[src/rtl/ipsmacge_rxcfg_if.sv]
// Bundle between the CPU/receive side and the rx configuration sequencer.
// slave = sequencer side, master = CPU register block / interface monitor side.
interface ipsmacge_rxcfg_if;
  logic       cfg_wr;
  logic       cfg_act;
  logic       cfg_pos;
  logic       cfg_gmii;
  logic [1:0] cfg_mspd;
  logic       cfg_auto;
  logic       ogval;
  logic [7:0] ogdat;
  logic       ogdv;
  logic       oger;
  logic       up_act;
  logic       up_pos;
  logic       up_gmii;
  logic [1:0] up_mspd;
  logic       busy;
  logic       lnk_up;
  logic       lnk_dup;
  logic [1:0] ibs_spd;
  logic       chg_int;
  logic       drn_tmo;

  modport slave (
    input  cfg_wr, cfg_act, cfg_pos, cfg_gmii, cfg_mspd, cfg_auto,
    input  ogval, ogdat, ogdv, oger,
    output up_act, up_pos, up_gmii, up_mspd, busy,
    output lnk_up, lnk_dup, ibs_spd, chg_int, drn_tmo
  );

  modport master (
    output cfg_wr, cfg_act, cfg_pos, cfg_gmii, cfg_mspd, cfg_auto,
    output ogval, ogdat, ogdv, oger,
    input  up_act, up_pos, up_gmii, up_mspd, busy,
    input  lnk_up, lnk_dup, ibs_spd, chg_int, drn_tmo
  );
endinterface

[src/rtl/ipsmacge_rxcfg.sv]
// Receive-interface configuration sequencer: applies mode/speed changes only at a frame
// boundary after a quiet period, and filters in-band RGMII link status.
module ipsmacge_rxcfg #(
  parameter int unsigned DRAIN_TO = 4096,
  parameter int unsigned HOLD_CYC = 4,
  parameter int unsigned IBS_STBL = 8,
  parameter int unsigned CNT_DW   = 12
) (
  input logic               rxclk,
  input logic               rxrst_,
  ipsmacge_rxcfg_if.slave   bus
);
  localparam logic [2:0] StIdle   = 3'd0;
  localparam logic [2:0] StDrain  = 3'd1;
  localparam logic [2:0] StQuiet  = 3'd2;
  localparam logic [2:0] StApply  = 3'd3;
  localparam logic [2:0] StEnable = 3'd4;
  localparam int unsigned SW = $clog2(IBS_STBL + 1);
  localparam logic [SW-1:0] StblMax = SW'(IBS_STBL);

  logic [2:0]        state_q, state_d;
  logic [CNT_DW-1:0] cnt_q, cnt_d;
  logic              pend_q, pend_d;
  logic [4:0]        pnd_q, pnd_d;    // {act, pos, gmii, mspd}
  logic [4:0]        wrk_q, wrk_d;
  logic              up_act_q, up_act_d;
  logic              up_pos_q, up_pos_d;
  logic              up_gmii_q, up_gmii_d;
  logic [1:0]        up_mspd_q, up_mspd_d;
  logic              drn_tmo_q, drn_tmo_d;
  logic [3:0]        cand_q, cand_d;  // {dup, spd, link}, same layout as ogdat[3:0]
  logic [SW-1:0]     stbl_q, stbl_d;
  logic [3:0]        acc_q;
  logic              chg_q;
  logic              take;

  logic       smp_vld;
  logic [3:0] smp;
  logic       accept;
  logic       auto_req;

  assign smp      = bus.ogdat[3:0];
  assign smp_vld  = bus.ogval & ~bus.ogdv & ~bus.oger & (bus.ogdat[3:0] == bus.ogdat[7:4]);
  // spd=11 candidates never reach StblMax, so they can never be accepted here.
  assign accept   = (stbl_q == StblMax) && (cand_q != acc_q);
  assign auto_req = accept & bus.cfg_auto & ~up_gmii_q & wrk_q[4] & cand_q[0] &
                    (cand_q[2:1] != up_mspd_q);

  always_comb begin
    cand_d = cand_q;
    stbl_d = stbl_q;
    if (smp_vld) begin
      if (smp[2:1] == 2'b11) begin
        cand_d = smp;
        stbl_d = '0;
      end else if (smp == cand_q) begin
        if (stbl_q != StblMax) stbl_d = stbl_q + 1'b1;
      end else begin
        cand_d = smp;
        stbl_d = SW'(1);
      end
    end
  end

  always_comb begin
    state_d   = state_q;
    cnt_d     = cnt_q;
    wrk_d     = wrk_q;
    take      = 1'b0;
    up_act_d  = up_act_q;
    up_pos_d  = up_pos_q;
    up_gmii_d = up_gmii_q;
    up_mspd_d = up_mspd_q;
    drn_tmo_d = 1'b0;
    unique case (state_q)
      StIdle: begin
        if (pend_q) begin
          take    = 1'b1;
          wrk_d   = pnd_q;
          cnt_d   = '0;
          state_d = StDrain;
        end
      end
      StDrain: begin
        cnt_d = cnt_q + 1'b1;
        if (!bus.ogdv || cnt_q == CNT_DW'(DRAIN_TO - 1)) begin
          drn_tmo_d = bus.ogdv;
          up_act_d  = 1'b0;
          cnt_d     = '0;
          state_d   = StQuiet;
        end
      end
      StQuiet: begin
        cnt_d = cnt_q + 1'b1;
        if (cnt_q == CNT_DW'(HOLD_CYC - 1)) begin
          {up_pos_d, up_gmii_d, up_mspd_d} = wrk_q[3:0];
          cnt_d   = '0;
          state_d = StApply;
        end
      end
      StApply: begin
        up_act_d = wrk_q[4];
        state_d  = StEnable;
      end
      StEnable: state_d = StIdle;
      default:  state_d = StIdle;
    endcase
  end

  // CPU write wins over an auto request issued in the same cycle.
  always_comb begin
    pend_d = pend_q;
    pnd_d  = pnd_q;
    if (bus.cfg_wr) begin
      pend_d = 1'b1;
      pnd_d  = {bus.cfg_act, bus.cfg_pos, bus.cfg_gmii, bus.cfg_mspd};
    end else if (auto_req) begin
      pend_d = 1'b1;
      pnd_d  = {up_act_q, up_pos_q, up_gmii_q, cand_q[2:1]};
    end else if (take) begin
      pend_d = 1'b0;
    end
  end

  always_ff @(posedge rxclk or negedge rxrst_) begin
    if (!rxrst_) begin
      state_q   <= StIdle;
      cnt_q     <= '0;
      pend_q    <= 1'b0;
      pnd_q     <= '0;
      wrk_q     <= '0;
      up_act_q  <= 1'b0;
      up_pos_q  <= 1'b0;
      up_gmii_q <= 1'b0;
      up_mspd_q <= 2'b00;
      drn_tmo_q <= 1'b0;
      cand_q    <= '0;
      stbl_q    <= '0;
      acc_q     <= '0;
      chg_q     <= 1'b0;
    end else begin
      state_q   <= state_d;
      cnt_q     <= cnt_d;
      pend_q    <= pend_d;
      pnd_q     <= pnd_d;
      wrk_q     <= wrk_d;
      up_act_q  <= up_act_d;
      up_pos_q  <= up_pos_d;
      up_gmii_q <= up_gmii_d;
      up_mspd_q <= up_mspd_d;
      drn_tmo_q <= drn_tmo_d;
      cand_q    <= cand_d;
      stbl_q    <= stbl_d;
      chg_q     <= accept;
      if (accept) acc_q <= cand_q;
    end
  end

  assign bus.up_act  = up_act_q;
  assign bus.up_pos  = up_pos_q;
  assign bus.up_gmii = up_gmii_q;
  assign bus.up_mspd = up_mspd_q;
  assign bus.busy    = (state_q != StIdle) | pend_q;
  assign bus.lnk_up  = acc_q[0];
  assign bus.ibs_spd = acc_q[2:1];
  assign bus.lnk_dup = acc_q[3];
  assign bus.chg_int = chg_q;
  assign bus.drn_tmo = drn_tmo_q;
endmodule

[src/flat_wrapper.sv]
// flat-port wrapper written by rule: the top's interface ports become plain ports
module ipsmacge_rxcfg_flat 
#(
  parameter int unsigned DRAIN_TO = 4096,
  parameter int unsigned HOLD_CYC = 4,
  parameter int unsigned IBS_STBL = 8,
  parameter int unsigned CNT_DW   = 12
)
  (rxclk, rxrst_, bus_cfg_wr, bus_cfg_act, bus_cfg_pos, bus_cfg_gmii, bus_cfg_mspd, bus_cfg_auto, bus_ogval, bus_ogdat, bus_ogdv, bus_oger, bus_up_act, bus_up_pos, bus_up_gmii, bus_up_mspd, bus_busy, bus_lnk_up, bus_lnk_dup, bus_ibs_spd, bus_chg_int, bus_drn_tmo);
  ipsmacge_rxcfg_if bus_i ();
  input logic rxclk;
  input logic rxrst_;
  input wire logic [$bits(bus_i.cfg_wr)-1:0] bus_cfg_wr;
  input wire logic [$bits(bus_i.cfg_act)-1:0] bus_cfg_act;
  input wire logic [$bits(bus_i.cfg_pos)-1:0] bus_cfg_pos;
  input wire logic [$bits(bus_i.cfg_gmii)-1:0] bus_cfg_gmii;
  input wire logic [$bits(bus_i.cfg_mspd)-1:0] bus_cfg_mspd;
  input wire logic [$bits(bus_i.cfg_auto)-1:0] bus_cfg_auto;
  input wire logic [$bits(bus_i.ogval)-1:0] bus_ogval;
  input wire logic [$bits(bus_i.ogdat)-1:0] bus_ogdat;
  input wire logic [$bits(bus_i.ogdv)-1:0] bus_ogdv;
  input wire logic [$bits(bus_i.oger)-1:0] bus_oger;
  output wire logic [$bits(bus_i.up_act)-1:0] bus_up_act;
  output wire logic [$bits(bus_i.up_pos)-1:0] bus_up_pos;
  output wire logic [$bits(bus_i.up_gmii)-1:0] bus_up_gmii;
  output wire logic [$bits(bus_i.up_mspd)-1:0] bus_up_mspd;
  output wire logic [$bits(bus_i.busy)-1:0] bus_busy;
  output wire logic [$bits(bus_i.lnk_up)-1:0] bus_lnk_up;
  output wire logic [$bits(bus_i.lnk_dup)-1:0] bus_lnk_dup;
  output wire logic [$bits(bus_i.ibs_spd)-1:0] bus_ibs_spd;
  output wire logic [$bits(bus_i.chg_int)-1:0] bus_chg_int;
  output wire logic [$bits(bus_i.drn_tmo)-1:0] bus_drn_tmo;
  assign bus_i.cfg_wr = bus_cfg_wr;
  assign bus_i.cfg_act = bus_cfg_act;
  assign bus_i.cfg_pos = bus_cfg_pos;
  assign bus_i.cfg_gmii = bus_cfg_gmii;
  assign bus_i.cfg_mspd = bus_cfg_mspd;
  assign bus_i.cfg_auto = bus_cfg_auto;
  assign bus_i.ogval = bus_ogval;
  assign bus_i.ogdat = bus_ogdat;
  assign bus_i.ogdv = bus_ogdv;
  assign bus_i.oger = bus_oger;
  assign bus_up_act = bus_i.up_act;
  assign bus_up_pos = bus_i.up_pos;
  assign bus_up_gmii = bus_i.up_gmii;
  assign bus_up_mspd = bus_i.up_mspd;
  assign bus_busy = bus_i.busy;
  assign bus_lnk_up = bus_i.lnk_up;
  assign bus_lnk_dup = bus_i.lnk_dup;
  assign bus_ibs_spd = bus_i.ibs_spd;
  assign bus_chg_int = bus_i.chg_int;
  assign bus_drn_tmo = bus_i.drn_tmo;
  ipsmacge_rxcfg #(.DRAIN_TO(DRAIN_TO), .HOLD_CYC(HOLD_CYC), .IBS_STBL(IBS_STBL), .CNT_DW(CNT_DW)) u_core (.rxclk(rxclk), .rxrst_(rxrst_), .bus(bus_i));
endmodule
[config.mk]
export PLATFORM = sky130hd
export DESIGN_NAME = ipsmacge_rxcfg_flat
export DESIGN_NICKNAME = d
export VERILOG_FILES = /design/src/rtl/ipsmacge_rxcfg_if.sv /design/src/rtl/ipsmacge_rxcfg.sv /design/src/flat_wrapper.sv
export SDC_FILE = /design/constraint.sdc
export NUM_CORES = 1
export LEC_CHECK = 0
export CORE_MARGIN = 5
export CORE_UTILIZATION = 58
export DETAILED_ROUTE_END_ITERATION = 8
export GPL_TIMING_DRIVEN = 1
export PLACE_DENSITY = 0.87
export SLEW_MARGIN = 20
export SYNTH_ARGS = -nofsm -noshare
export SYNTH_HDL_FRONTEND = slang
export SYNTH_SLANG_ARGS = --single-unit
[constraint.sdc]
create_clock -name rxclk -period 4 [get_ports rxclk]
set_input_delay 0.4 -clock rxclk [delete_from_list [all_inputs] [get_ports rxclk]]
set_output_delay 0.4 -clock rxclk [all_outputs]
set_load 0.05 [all_outputs]
---- After elaboration in Yosys (flattened, before gate mapping) ----
Cells that the tools add are included.
storage, ports and cells
  flip-flop bits (word level) ............. 45
  output and inout bits ................... 12
operators by class
  add/sub/neg operators ................... 2
  eq/ne operators ......................... 17
  mux-type cells .......................... 24
  bitwise operators ....................... 12
  reduce and logical (&&, ||, !) cells .... 16
operators with widths
  cell                   number
  $mux 12                3
  $pmux 12 s3            1
  $mux 4                 5
  $add 12x1->12 const B  1
  $eq 12x12->1 const B   1
  $eq 12x2->1 const B    1
  $pmux 3 s4             1
  $reduce_and 2->1       6
  $mux 5                 2
  $mux 3                 3
  $reduce_bool 3->1      3
  $and 1x1->1            8
  $eq 4x4->1             2
  $mux 1                 8
  $ne 2x1->1 const B     4
  $eq 3x2->1 const B     2
  $add 4x1->4 const B    1
  $eq 4x4->1 const B     1
  $ne 4x4->1             1
  $ne 4x4->1 const B     1
  $reduce_bool 2->1      2
  $eq 3x1->1 const B     1
  $logic_not 3->1        1
  $ne 3x2->1 const B     1
  other kinds (9)        11

---- Depth between registers and ports, before layout ----
Gate-level depths: netlist (run 1).
  depth in word-level cells ............... 9
  gate-level depth with buffers ........... 7
  depth with buffers taken out ............ 7

---- Worst setup path before layout (run 1) ----
No wires, ideal clock.
  path type ............................... flip-flop to flip-flop
  start point ............................. register u_core.cnt_q[0]
  end point ............................... register u_core.cnt_q[2]
  setup time .............................. 0.121 ns
  arrival ................................. 1.907 ns
  required time ........................... 3.879 ns
  setup slack ............................. 1.972 ns
  stages on the path, launching flop included .. 8
  buffers on the path ..................... 1
  clock period less this slack ............ 2.028 ns
  path through ............................ dfrtp_1 -> ha_1 -> or4b_1 -> o311ai_4 -> and2_4 -> buf_8 -> o21ai_2 -> a22o_1
between the ends
  cells in the longest elaborated chain, start to end .. 4
  elaborated cells between the ends (all ways) .. 7
  those cells by class .................... add/sub (1); eq/ne (2); mux (3); reduce/logical (1)
ends and longest elaborated chain
  element                                                                line                   text
  from (decl)                                                            ipsmacge_rxcfg.sv:22   logic [CNT_DW-1:0] cnt_q, cnt_d;
  from (signal assigned)                                                 ipsmacge_rxcfg.sv:143  cnt_q <= cnt_d;
  parallel branches: the longest is 3 deep, another holds $add 12x1->12  -
  $pmux 12 s3 (*)                                                        ipsmacge_rxcfg.sv:75   unique case (state_q)
Every way passes the cells marked *.
A chain may end at the register's enable or synchronous reset.

---- Worst setup path after layout (run 1) ----
  start point ............................. register u_core.state_q[1]
  end point ............................... output port bus_busy
between the ends
  cells in the longest elaborated chain, start to end .. 2
ends and longest elaborated chain
  element                 line                   text
  from (decl)             ipsmacge_rxcfg.sv:21   logic [2:0] state_q, state_d;
  from (signal assigned)  ipsmacge_rxcfg.sv:127  state_q <= StIdle;
  from (signal assigned)  ipsmacge_rxcfg.sv:142  state_q <= state_d;
  $reduce_bool 3->1       ipsmacge_rxcfg.sv:163  assign bus.busy = (state_q != StIdle) | pend_q;
  $or 1x1->1              ipsmacge_rxcfg.sv:163
  to (decl)               flat_wrapper.sv:27     output wire logic [$bits(bus_i.busy)-1:0] bus_busy;
Every way passes these cells.

==> results of run 1 <==
-- worst max-delay path: stages (launching register included) --
cell and delay, ns:
sky130_fd_sc_hd__dfrtp_1 0.51, sky130_fd_sc_hd__or3_1 0.44, sky130_fd_sc_hd__nand2b_1 0.17, sky130_fd_sc_hd__clkdlybuf4s50_1 0.70
-- sequential cells by signal, summed over array words and instances, names as in the netlist, 2 cells and up --
| register | count |
|---|---|
| u_core.bus.up_mspd | 2 |
| u_core.stbl_q | 4 |
| u_core.state_q | 3 |
| u_core.cnt_q | 12 |
| u_core.pnd_q | 5 |
| u_core.wrk_q | 5 |
| u_core.acc_q | 4 |
| u_core.cand_q | 4 |
-- area by class of cell --
class / count / area (um^2) / area share
multi-input combinational: 170 / 1140 / 0.410
clock buffer: 7 / 86.3 / 0.0309
clock inverter: 1 / 30.0 / 0.0108
tap: 50 / 62.6 / 0.0224
sequential: 45 / 1130 / 0.404
timing repair buffer: 32 / 315 / 0.113
inverter: 7 / 26.3 / 0.00942
-- cell usage after synthesis, types with 2 or more instances --
cell type	count
sky130_fd_sc_hd__and2_1	5
sky130_fd_sc_hd__xnor2_1	11
sky130_fd_sc_hd__a22o_1	2
sky130_fd_sc_hd__a31oi_1	2
sky130_fd_sc_hd__clkbuf_1	4
sky130_fd_sc_hd__mux2_2	15
sky130_fd_sc_hd__nand3_1	12
sky130_fd_sc_hd__and3_1	4
sky130_fd_sc_hd__a21o_1	2
sky130_fd_sc_hd__nand2_1	27
sky130_fd_sc_hd__o21ai_0	14
sky130_fd_sc_hd__or3_1	2
sky130_fd_sc_hd__o2bb2ai_1	2
sky130_fd_sc_hd__nand2b_1	3
sky130_fd_sc_hd__nor2_1	15
sky130_fd_sc_hd__xor2_1	6
sky130_fd_sc_hd__ha_1	3
sky130_fd_sc_hd__nor3_1	7
sky130_fd_sc_hd__a21oi_1	7
sky130_fd_sc_hd__nor2b_1	2
sky130_fd_sc_hd__nor3b_1	2
sky130_fd_sc_hd__o22a_1	3
sky130_fd_sc_hd__mux2i_1	4
sky130_fd_sc_hd__inv_1	7
sky130_fd_sc_hd__nor4_1	2
sky130_fd_sc_hd__dfrtp_1	45
-- through the flow --
step,cell area [um^2],power (mW),util,std cells,setup WS [ns]
4_1_cts,2790,1.60,0.707,312,1.50
3_5_place_dp,2670,1.25,0.678,304,1.72
3_3_place_gp,2670,1.23,0.678,304,1.83
2_1_floorplan,2330,1.10,-,229,1.97
5_1_grt,2790,1.69,0.708,312,1.39
6_report,2790,1.59,0.708,312,1.51
-- where the power goes --
| part | total (mW) | internal (mW) | switching [mW] |
|---|---|---|---|
| registers | 0.654 | 0.549 | 0.105 |
| logic | 0.588 | 0.263 | 0.325 |
| clock network | 0.345 | 0.204 | 0.142 |
-- cell families (layout without fill, tap and decap cells) --
group | after synthesis | count (layout) | synth area share
AND/OR/NAND/NOR | 91 | 91 | 0.200
flip-flops | 45 | 45 | 0.482
AO/OA/AOI/OAI | 40 | 40 | 0.120
multiplexers | 19 | 19 | 0.0895
XOR/XNOR | 17 | 17 | 0.0638
buffers and inverters | 14 | 47 | 0.0279
adder cells (fa/ha/maj) | 3 | 3 | 0.0161
-- worst paths after layout --
| kind | cells past startpoint | start | endpoint | slack, ns |
|---|---|---|---|---|
| min | 1 | rxrst_ | u_core.stbl_q[3]$_DFFE_PN0P_ | 0.1 |
| min reg2reg | 1 | u_core.wrk_q[2]$_DFFE_PN0P_ | u_core.wrk_q[2]$_DFFE_PN0P_ | 0.50 |
| min in group rxclk | 1 | u_core.wrk_q[2]$_DFFE_PN0P_ | u_core.wrk_q[2]$_DFFE_PN0P_ | 0.50 |
| max reg2reg | 6 | u_core.cnt_q[0]$_DFFE_PN0P_ | u_core.cnt_q[3]$_DFFE_PN0P_ | 1.76 |
| max in group asynchronous | 1 | rxrst_ | u_core.pnd_q[0]$_DFFE_PN0P_ | 3.51 |
| max | 3 | u_core.state_q[1]$_DFFE_PN0P_ | bus_busy | 1.51 |
-- metal layers --
layer  up-vias  track usage  wire [um]
li1        874            -          -
met1       839        0.269       2180
met2        46        0.319       2320
met3         9       0.0369        294
met4         0       0.0584         38
met5         -            0          0
==> metrics.md, run 1 <==
| Metric | Value |
|---|---|
| DR pass1 iterations | 4 |
| Synth-to-Final Area Change | 19.5% |
| Portion of synthesized cell area occupied by the leading cell type | 0.482 |
| Share of synthesized flip-flops with an asynchronous set or reset | 1.00 |
| Most common flop cell mapped by yosys | sky130_fd_sc_hd__dfrtp_1 |
| Nets | 284 |
| Most area-hungry cell type in the Yosys netlist | sky130_fd_sc_hd__dfrtp_1 |
| Number of cell rows | 23 |
| Synthesized area divided by synthesized cell count | 10.2 um^2 |
| Number of levels the H-tree was split into | 2 |
| Number of antenna violations at the first check in global routing | 0 |
| Antenna cell count | 0 |
| Top cells by area in the synthesized netlist | sky130_fd_sc_hd__dfrtp_1 (48%), sky130_fd_sc_hd__mux2_2 (7.2%), sky130_fd_sc_hd__nand2_1 (4.3%), sky130_fd_sc_hd__xnor2_1 (4.1%), sky130_fd_sc_hd__o21ai_0 (3.0%) |
| Commonest non-fill, non-tap cell in the layout | sky130_fd_sc_hd__dfrtp_1 |
| Unrepaired setup endpoints after global routing | false |
| Critical Path Source Type | flip-flop |
| Final Max Slew Viols | 0 |
| Cts-stage hold buffer count | 0 |
| Post-route setup TNS | 0 ns |
| Layout Skew | 0.00492 ns |
| Run status | finished clean |
| Final HPWL DP | 3520 um |
| Lkg Pwr | 1.25 nW |
| Fin crit period | 2.49 ns |
| Remaining antenna violation count | 0 |
| EDFF count, synth | 0 |
| Count of final hold-check violations | 0 |
| CTS-repair resized insts | 0 |
| DR vias/cell | 5.67 |
| DRC Markers | 0 |
| Worst hold path type | in2async |
| Setup violation total in the final timing report | 0 |
| Total Routed Length | 4830 um |
| Achievable clock frequency | 401 MHz |
| Synthesis Warnings | 0 |
| Max IR drop VDD | 0.486 mV |
| Critical path data arrival time | 2.09 ns |
| Post-CTS Setup Repair Bufs | 0 |
| Mapped Nets | 252 |
| Die outline area | 5390 um^2 |
| Y dimension of the die | 73.4 um |
| Pin count of the biggest net entering global routing | 46 |
| Share of final-layout standard cells stronger than drive strength 1 | 0.111 |
| IO Pins | 32 |
| Summed instance area of the synthesized netlist | 2330 um^2 |
| Clock tree from TritonCTS | built |
| Overall die width | 73.4 um |
| CTS Root Buffer Type | sky130_fd_sc_hd__clkbuf_8 |
| Pwr/cell area | 569 nW/um^2 |
| Final GP Congestion | 0.801 |
| Count of filler cells inserted in the layout | 303 |
| Cell count after synthesis | 229 |
| Number of distinct library cells after synthesis | 47 |
| Latest clock arrival within the worst-skew pair | 0.29 ns |
| Post-synthesis sequential area ratio | 0.482 |
| Number of storage elements in the synthesis netlist | 45 |
| Classification of the worst setup path | reg2out |
| Critical-path maximum fanout | 10 |
| Slew Limit Headroom | 0.625 |
| Wire length of the first global-routing pass | 8310 um |
| Initial cell density of the core | 0.592 |
| Total number of vias | 1768 |
| Worst-path clk slew | 0.08 ns |
| IO Port Bufs | 31 |
| Sum of overflow across all layers after global routing | 0 |
| Most used cells in the layout excluding fill and tap cells | sky130_fd_sc_hd__dfrtp_1 (45), sky130_fd_sc_hd__clkdlybuf4s50_1 (30), sky130_fd_sc_hd__nand2_1 (27) |
| Worst-Margin Slew | 0.563 ns |
| Total clock sinks | 45 |
| Total global-route track usage | 0.197 |
| Kind of end point of the critical path | primary output |
| Bufs on Longest Clock Path | 2 |
| Endpoint required time on the critical path | 3.60 ns |
| Count of maximum capacitance violations | 0 |
| Starting DRC count in detailed routing | 135 |
| Vias in the first global route | 1787 |
| Portion of the clock cycle consumed by the worst path in the final layout | 0.623 |
| Average detailed-routed wire length per instance | 15.5 um |
| Core ar. | 3940 um^2 |
| Hold slack final | 0.0979 ns |
| Number of buffers created by CTS | 5 |
Note: power is estimated with default switching activity, not from simulation.
==> run 2: changes to the inputs <==
- CORE_UTILIZATION: 58 -> 54
- PLACE_DENSITY: 0.87 -> 0.82
- clock period: 4 -> 2.3 ns (I/O delays scaled with it)
==> run 2 against run 1 <==
Register-to-register slack worse by 1.6 ns. Combinational power is 79% higher. Sequential power is 71% higher. Utilization is 4.9 points lower. Non-clock buffer count is 6 higher. Global-route usage is 1.9 points lower. Count of clock-buffer cells in the layout stayed put. Total power is 67% higher. First-iteration DRC count is 40% lower. Clock skew is 0.0046 ns higher. Via count is 2.1% higher. Cell count is 2.6% higher.
==> metrics.md, run 2 (synthesis results as in run 1) <==
| Metric | Value |
|---|---|
| Die outline area | 5740 um^2 (+6.4%) |
| Worst path buffer plus inverter count | 0 (-1) |
| Worst-path clk slew | 0.08 ns (about the same) |
| Critical Path Source Type | flip-flop |
| Fin crit period | 2.16 ns |
| Count of maximum capacitance violations | 0 (unchanged) |
| Total clock sinks | 45 (unchanged) |
| Latest clock arrival within the worst-skew pair | 0.30 ns (about the same) |
| CP cell instances | ha_1 -> or4b_1 -> o311ai_4 -> and2_4 -> o21ai_0 -> a21o_1 |
| Portion of the clock cycle consumed by the worst path in the final layout | 0.941 |
| Run status | finished clean |
| Number of levels the H-tree was split into | 2 (unchanged) |
| Unrepaired setup endpoints after global routing | false |
| Reg2reg setup slack | 0.14 ns (-1.62 ns) |
| Sum of overflow across all layers after global routing | 0 (unchanged) |
| Clock tree from TritonCTS | built |
| PnR Total Power | 2.65 mW (+67%) |
| DRC Markers | 0 (unchanged) |
| IO Pins | 32 (unchanged) |
| R2r worst-path depth | 6 (unchanged) |
| Number of antenna violations at the first check in global routing | 0 (unchanged) |
| Setup violation total in the final timing report | 0 (unchanged) |
| Worst hold path type | in2async |
| Wire length of the first global-routing pass | 7800 um (-6.1%) |
| Total global-route track usage | 0.178 (-0.0189) |
| Critical path data arrival time | 2.35 ns (+0.26 ns) |
| Final Max Slew Viols | 0 (unchanged) |
| Fin cells | 320 (+2.6%) |
| Achievable clock frequency | 462 MHz |
| Critical-path maximum fanout | 13 (+3) |
| Layout Skew | 0.00953 ns (+0.00460 ns) |
| Count of filler cells inserted in the layout | 331 (+9.2%) |
| Reg-to-reg startpoint | u_core.cnt_q[0]$_DFFE_PN0P_ |
| Pwr/cell area | 944 nW/um^2 (+66%) |
| Commonest non-fill, non-tap cell in the layout | sky130_fd_sc_hd__dfrtp_1 |
| Vias in the first global route | 1756 (-1.7%) |
| Largest registers | u_core.cnt_q x12, u_core.pnd_q x5, u_core.wrk_q x5 |
| CTS Root Buffer Type | sky130_fd_sc_hd__clkbuf_8 |
| Nets | 290 (+2.1%) |
| Share of final-layout standard cells stronger than drive strength 1 | 0.123 (+0.0124) |
| Number of cell rows | 24 (+4.3%) |
| Cell with the largest stage delay on the worst path | sky130_fd_sc_hd__or4b_1 |
| Endpoint required time on the critical path | 2.49 ns (-1.11 ns) |
| Post-route setup TNS | 0 ns (unchanged) |
| Count of placed standard cells including taps | 311 (+2.3%) |
| Starting DRC count in detailed routing | 81 (-40%) |
| Post-CTS Setup Repair Bufs | 0 (unchanged) |
| DR pass1 iterations | 4 (unchanged) |
| Classification of the worst setup path | reg2reg |
| Largest incremental delay on the critical path | 0.52 ns (-0.18 ns) |
| Worst-Margin Slew | 0.506 ns (-0.0573 ns) |
| Top reg by flops | u_core.cnt_q |
| Max reg flops | 12 (unchanged) |
| Antenna cell count | 0 (unchanged) |
| Total number of vias | 1805 (+2.1%) |
| DR vias/cell | 5.64 (-0.46%) |
| Initial cell density of the core | 0.548 (-0.0447) |
| Synth-to-Final Area Change | 20.3% |
| Remaining antenna violation count | 0 (unchanged) |
| FF-to-FF End | u_core.cnt_q[5]$_DFFE_PN0P_ |
| Most used cells in the layout excluding fill and tap cells | sky130_fd_sc_hd__dfrtp_1 (45), sky130_fd_sc_hd__clkdlybuf4s50_1 (29), sky130_fd_sc_hd__nand2_1 (27) |
| Slew Limit Headroom | 0.662 (+0.0377) |
| Total Routed Length | 4710 um (-2.5%) |
| Overall die width | 75.8 um (+3.1%) |
| IO Port Bufs | 31 (unchanged) |
| Final Util | 0.658 (-0.0493) |
| Count of final hold-check violations | 0 (unchanged) |
| Pin count of the biggest net entering global routing | 19 (-59%) |
| Core ar. | 4260 um^2 (+8.2%) |
| Average detailed-routed wire length per instance | 14.7 um (-4.9%) |
| Lkg Pwr | 1.26 nW (+0.58%) |
| Final HPWL DP | 3590 um (+1.9%) |
| Final GP Congestion | 0.885 (+10%) |
| Y dimension of the die | 75.8 um (+3.1%) |
| Bufs on Longest Clock Path | 2 (unchanged) |
| Max IR drop VDD | 0.476 mV (-2.1%) |
| Family with the most delay on the worst path | simple AND/OR/NAND/NOR gates |
| Kind of end point of the critical path | flip-flop |
| Number of buffers created by CTS | 5 (unchanged) |
==> run 2: changes by cell type in the layout (fill, tap and decap cells not counted), sizes merged <==
cell,previous run,this run
buf,2,7
bufinv,1,0
clkdlybuf4s50,30,29
clkinvlp,0,1
dlygate4sd3,0,1
dlymetal6s2s,0,1
==> run 2: worst reg2reg max path: cells and delay by family (launching register included) <==
| family | cells | cell delay (ns) |
|---|---|---|
| and+or+nand+nor | 2 | 0.80 |
| adders and majority gates | 1 | 0.28 |
| AOI/OAI and AO/OA | 3 | 0.58 |
| DFF | 1 | 0.40 |
==> run 2: area by class of cell <==
cell class / count / area [um^2] / share of cell area
clock buffers: 7 / 76.3 / 0.0272
clock inverters: 1 / 7.51 / 0.00267
inverters: 7 / 26.3 / 0.00936
multi-input cells: 170 / 1140 / 0.407
flip-flops and latches: 45 / 1130 / 0.401
well taps: 52 / 65.1 / 0.0232
repair buffers: 38 / 363 / 0.129
==> run 2: repair_timing <==
| item | 4_1_cts | 5_1_grt |
|---|---|---|
| hold buffers | 1 | 0 |
| endpoints found under the setup margin | 0 | 1 |
| resized for setup | 0 | 1 |
| endpoints found under the hold margin | 16 | 0 |
==> run 2: through the flow <==
stage	setup WS (ns)	hold slack, ns	cell area [um^2]
6_report	0.136	0.380	2810
5_1_grt	0.00805	0.418	2810
4_1_cts	0.00495	0.383	2810
3_5_place_dp	0.164	0.176	2710
3_3_place_gp	0.164	0.178	2710
2_1_floorplan	0.272	-0.0656	2330
==> run 2: worst max-delay path by stage <==
stage | cells past startpoint | end | from | slack [ns]
floorplan | 7 | u_core.cnt_q[2]$_DFFE_PN0P_ | u_core.cnt_q[0]$_DFFE_PN0P_ | 0.27
global placement | 6 | u_core.stbl_q[0]$_DFFE_PN0P_ | bus_ogdat[2] | 0.16
detailed placement | 6 | u_core.cnt_q[5]$_DFFE_PN0P_ | u_core.cnt_q[0]$_DFFE_PN0P_ | 0.16
CTS | 3 | bus_busy | u_core.state_q[0]$_DFFE_PN0P_ | 0.005
global route | 6 | u_core.cnt_q[5]$_DFFE_PN0P_ | u_core.cnt_q[0]$_DFFE_PN0P_ | 0.008
finish | 6 | u_core.cnt_q[5]$_DFFE_PN0P_ | u_core.cnt_q[0]$_DFFE_PN0P_ | 0.14
==> run 2: routing by layer <==
layer	share of wire	routed length, um	up-vias	GRT usage
met5	0	0	-	0
met4	0.026	121	0	0.0718
met3	0.052	244	12	0.0462
met2	0.48	2240	42	0.290
met1	0.45	2100	868	0.225
li1	-	-	883	-
==> run 2: power breakdown <==
part	switching [mW]	internal, mW	leakage, nW
Clock	0.261	0.215	0.0385
Sequential	0.166	0.955	0.593
Combinational	0.581	0.472	0.626
